===== src/rtl/jtcop_prot_pkg.sv =====
// Shared types and helpers for the HuC6280 protection-CPU ROM bus bridge.
package jtcop_prot_pkg;

  typedef enum logic [1:0] {
    IDLE,
    SETTLE,
    WAIT,
    DONE
  } state_t;

  // Width of the WAIT-state timeout counter
  localparam int unsigned CNT_W = 8;

  // Pick the byte lane of a 16-bit ROM word from byte-address bit 0
  function automatic logic [7:0] lane_sel(input logic [15:0] word, input logic odd);
    return odd ? word[15:8] : word[7:0];
  endfunction

endpackage


===== src/rtl/jtcop_prot_rombus.sv =====
// Byte-to-word bridge between the HuC6280 protection CPU and the 16-bit
// SDRAM ROM slot. CPU reads in the ROM region become word fetches; the CPU
// is stalled through WAIT_N until the SDRAM answers.
// Optional build macro: JTCOP_PROT_CACHE_EN adds a one-word read cache.
module jtcop_prot_rombus
  import jtcop_prot_pkg::*;
#(
  parameter int unsigned AW   = 16,
  parameter int unsigned TOUT = 255
) (
  input  logic          clk,
  input  logic          rst_n,
  input  logic [20:0]   cpu_addr,
  input  logic          cpu_rdn,
  input  logic          cpu_ce,
  input  logic          rom_sel,
  output logic [7:0]    cpu_din,
  output logic          cpu_waitn,
  output logic          rom_cs,
  output logic [AW-2:0] rom_addr,
  input  logic [15:0]   rom_data,
  input  logic          rom_ok,
  output logic          rom_err
);

  localparam logic [CNT_W-1:0] TOUT_C = CNT_W'(TOUT);

  state_t           state, state_nx;
  logic [20:0]      addr_q;
  logic [15:0]      word_buf;
  logic             waitn_q;
  logic [CNT_W-1:0] cnt;
  logic             req;
  logic             hit;

  assign req      = cpu_ce & rom_sel & ~cpu_rdn;
  assign rom_addr = addr_q[AW-1:1];

`ifdef JTCOP_PROT_CACHE_EN
  logic valid;

  assign hit = valid && (cpu_addr[AW-1:1] == addr_q[AW-1:1]);

  // Cache valid: dropped when a new fetch overwrites the tag, set on completion
  always_ff @(posedge clk or negedge rst_n) begin
    if (!rst_n) begin
      valid <= 1'b0;
    end else begin
      if (state == IDLE && req && !hit) valid <= 1'b0;
      else if (state == WAIT && rom_ok)  valid <= 1'b1;
    end
  end
`else
  assign hit = 1'b0;
`endif

  // Next-state decode plus the combinational CPU-facing outputs
  always_comb begin
    state_nx  = state;
    cpu_waitn = waitn_q;
    cpu_din   = lane_sel(word_buf, addr_q[0]);
    case (state)
      IDLE: begin
        // Wait must fall in the very cycle the miss is first seen
        cpu_waitn = !(rst_n && req && !hit);
        if (req) begin
          state_nx = hit ? DONE : SETTLE;
          if (hit) cpu_din = lane_sel(word_buf, cpu_addr[0]);
        end
      end
      SETTLE: state_nx = WAIT;
      WAIT:   if (rom_ok) state_nx = DONE;
      DONE:   if (cpu_rdn || (cpu_addr != addr_q)) state_nx = IDLE;
      default: state_nx = IDLE;
    endcase
  end

  // State register, request/handshake registers, word buffer and timeout
  always_ff @(posedge clk or negedge rst_n) begin
    if (!rst_n) begin
      state    <= IDLE;
      addr_q   <= '0;
      word_buf <= '0;
      waitn_q  <= 1'b1;
      rom_cs   <= 1'b0;
      cnt      <= '0;
      rom_err  <= 1'b0;
    end else begin
      state <= state_nx;
      case (state)
        IDLE: begin
          if (req) begin
            addr_q <= cpu_addr;
            if (!hit) begin
              rom_cs  <= 1'b1;
              waitn_q <= 1'b0;
            end
          end
        end
        SETTLE: cnt <= '0;
        WAIT: begin
          if (rom_ok) begin
            word_buf <= rom_data;
            rom_cs   <= 1'b0;
            waitn_q  <= 1'b1;
          end else begin
            if (cnt != TOUT_C) cnt <= cnt + 1'b1;
            // Flag lands together with the counter reaching TOUT
            if (cnt >= TOUT_C - 1'b1) rom_err <= 1'b1;
          end
        end
        default: ;
      endcase
    end
  end

endmodule


===== config.mk =====
export PLATFORM = sky130hd
export DESIGN_NAME = jtcop_prot_rombus
export DESIGN_NICKNAME = d
export VERILOG_FILES = /design/src/rtl/jtcop_prot_pkg.sv /design/src/rtl/jtcop_prot_rombus.sv
export SDC_FILE = /design/constraint.sdc
export NUM_CORES = 1
export LEC_CHECK = 0
export BUFFER_PORTS_ARGS = -buffer_cell sky130_fd_sc_hd__buf_2
export CAP_MARGIN = 0
export CORE_UTILIZATION = 52
export DETAILED_ROUTE_END_ITERATION = 6
export MAX_ROUTING_LAYER = met4
export PLACE_DENSITY = 0.78
export SLEW_MARGIN = 10
export SYNTH_ARGS = -nofsm -noshare
export SYNTH_HDL_FRONTEND = slang
export SYNTH_SLANG_ARGS = --single-unit

===== constraint.sdc =====
create_clock -name clk -period 2.4 [get_ports clk]
set_input_delay 0.48 -clock clk [delete_from_list [all_inputs] [get_ports clk]]
set_output_delay 0.48 -clock clk [all_outputs]
set_load 0.1 [all_outputs]

==> flow_summary.toml <==
[run_status]
status = "finished clean"

[synthesis]
syn_avg_cell_area_um2 = 12.36
post-synth-top-area-fraction = 0.4792
netlist_instances = 207
synth_cell_types = 38
synth_fp_nets = 256
ys_warn_count = 0
ys_seq_area_frac = 0.4895
synth_area_leaders = "dfrtp_1 (48%), mux2_2 (20%), xor2_1 (5.8%)"
synth_area_leader_cell = "dfrtp_1"
syn-cell-area_mm2 = 0.002559
ys_ff_latch = 50

[detailed_routing]
drc_errors = 0
wire_per_inst_um = 13.55
drt_pre_antenna_iters = 6
wl_mm = 4.511
detail-route-antenna-nets = 0
drtIter0Drc = 54
routed-via-count = 1675
viasPerCell = 5.030

[floorplan]
dieArea_mm2 = 0.005205
die_w_um = 72.15
rows = 25
die_y_um = 72.15
core_region_area_mm2 = 0.004723
io-pin-count = 69
start_util = 0.5417

[finish]
nets = 315
syn_to_final_growth_pct = 15.55
antenna_cells = 0
drive_gt1_frac = 0.4887

[job]
cap_violations = 0

[clock_tree]
cts_sinks = 50
cts_tree = "yes"
root_buffer = "clkbuf_8"
ctsResizeCount = 0
postCtsHoldBufs = 0
cts_setup_buffers = 0
cts.htree.levels = 2
cts.clk_slew.worst_paths_ps = 90
numCtsBuffers = 5
clock_latency_ps = 300
clock_path_buffers = 2

[placed_design]
place_congestion = 0.7681
hpwlAfterDp_mm = 3.434
place.port_buffers = 68

[critical_path]
cp.arrival_ps = 1810
start_kind = "flop"
end_kind = "output pin"
slowest_delay_ps = 450
crit_type = "flop to output pin"
crit_path_max_fanout = 6
crit_cells = 5
path_cells = "inv_1 > ha_1 > nor2_1 > a31oi_2 > buf_2"
critPathBufInv = 2
crit_family = "buffers and inverters"
crit_required_ps = 1920
reg2reg_depth = 5
slowest_stage = "buf_2"

[global_routing]
antenna_found_initial = 0
grt_max_degree = 51
grt_pass1_wl_mm = 7.458
grt_pass1_vias = 1660
gr-usage-all-layers = 0.1968
grt-ovfl-total = 0

[sta]
post-route-min-period_ps = 2292
rsz0062_at_grt = "false"
tightest_slew_ps = 612.8
fin_crit_sh = 0.9549
slew-limit-headroom = 0.5915
fmax_mhz = 436.3
setup_tns_ps = 0
fin_worst_skew_ps = 8.642
final_max_slew_viol_count = 0
setup_viol = 0
finalHoldViolCount = 0

[worst_hold_path]
hp-class = "primary input to asynchronous set/reset pin"
synthesized netlist by cell type (all sizes together):
cell     count
nand2       10
nand2b       1
inv          6
or2          1
nor4         4
dfrtp       49
and4         1
nor3         1
nand3b       2
o31ai        1
a41oi        1
ha           6
xnor2        6
a2bb2oi      1
or4b         1
nand4        2
dfstp        1
a311oi       1
mux2i        2
o211ai       1
nor2b        2
nor2         8
buf         18
mux2        46
nor3b        1
xor2        17
a31oi        1
clkbuf       1
nand3        5
o211a        1
a21oi        5
o21ai        4
layer usage:
layer  global-route usage  share of wire
met4              0.07625          0.020
met1               0.2230           0.42
met3              0.05694          0.050
met2               0.3292           0.51
met5                    -              0
registers in the layout (all words and copies together) (netlist names):
signal / cells
addr_q: 21
word_buf: 16
rom_err: 1
waitn_q: 1
rom_cs: 1
state: 2
cnt: 8
metrics by stage:
stage / util / setup WS, ps / cell area (um^2) / instances / hold WS (ps)
detailed placement: 0.6090 / 329.9 / 2877 / 326 / 459.9
finish: 0.6260 / 108.2 / 2957 / 333 / 319.6
floorplan: - / 190.5 / 2565 / 207 / 184.4
CTS: 0.6260 / 103.0 / 2957 / 333 / 346.4
global placement: 0.6090 / 362.2 / 2877 / 326 / 446.7
global route: 0.6260 / 0.9037 / 2957 / 333 / 388.4
worst reg2reg max path, stage by stage, from the launching register on:
cell      delay [ps]
dfrtp_1          600
xnor2_1          170
nand4_1          130
or4b_4           500
o211ai_2         200
mux2_1           340
kinds of logic (layout without fill, tap and decap cells):
| kind of cell | count (synthesis) | after routing | synth area share |
|---|---|---|---|
| DFF | 50 | 50 | 0.4895 |
| and+or+nand+nor | 39 | 39 | 0.08264 |
| AOI/OAI and AO/OA | 16 | 16 | 0.04206 |
| xor gates and xnor gates | 23 | 23 | 0.08459 |
| adders and majority gates | 6 | 6 | 0.02934 |
| muxes | 48 | 48 | 0.2103 |
| buffers and inverters | 25 | 84 | 0.06161 |
layout make-up:
cell class	instances	area [um^2]
Multi-Input combinational cell	132	1155
Tap cell	67	83.83
Clock buffer	6	72.57
Sequential cell	50	1252
Inverter	6	22.52
Fill cell	385	1767
Clock inverter	1	7.507
Timing Repair Buffer	71	362.8
path summary, 6_finish.rpt:
path | start | to | slack [ps]
max in group asynchronous | rst_n | cnt[7] | 1660
setup reg to reg | addr_q[0] | state[1] | 350
setup / recovery | state[0] | cpu_waitn | 110
hold / removal | rst_n | word_buf[2] | 320
min in group clk | rom_data[7] | word_buf[7] | 400
hold reg to reg | rom_err | rom_err | 470
cell usage in the layout (no fill, tap or decap), types with 2 or more instances in the layout:
cell type and instances:
mux2_2 45, nor2_1 8, inv_1 6, buf_2 68, clkbuf_8 5, mux2i_1 2
nand3_1 5, buf_4 3, dfrtp_1 49, xnor2_2 2, xnor2_1 4, nor4_1 4
nand2_1 10, nor2b_1 2, ha_1 6, nand3b_1 2, o21ai_1 2, xor2_1 17
a21oi_1 5, o21ai_0 2
Power is not shown: default switching activity piles up to over one toggle a cycle in this logic, so the estimate is an artifact.
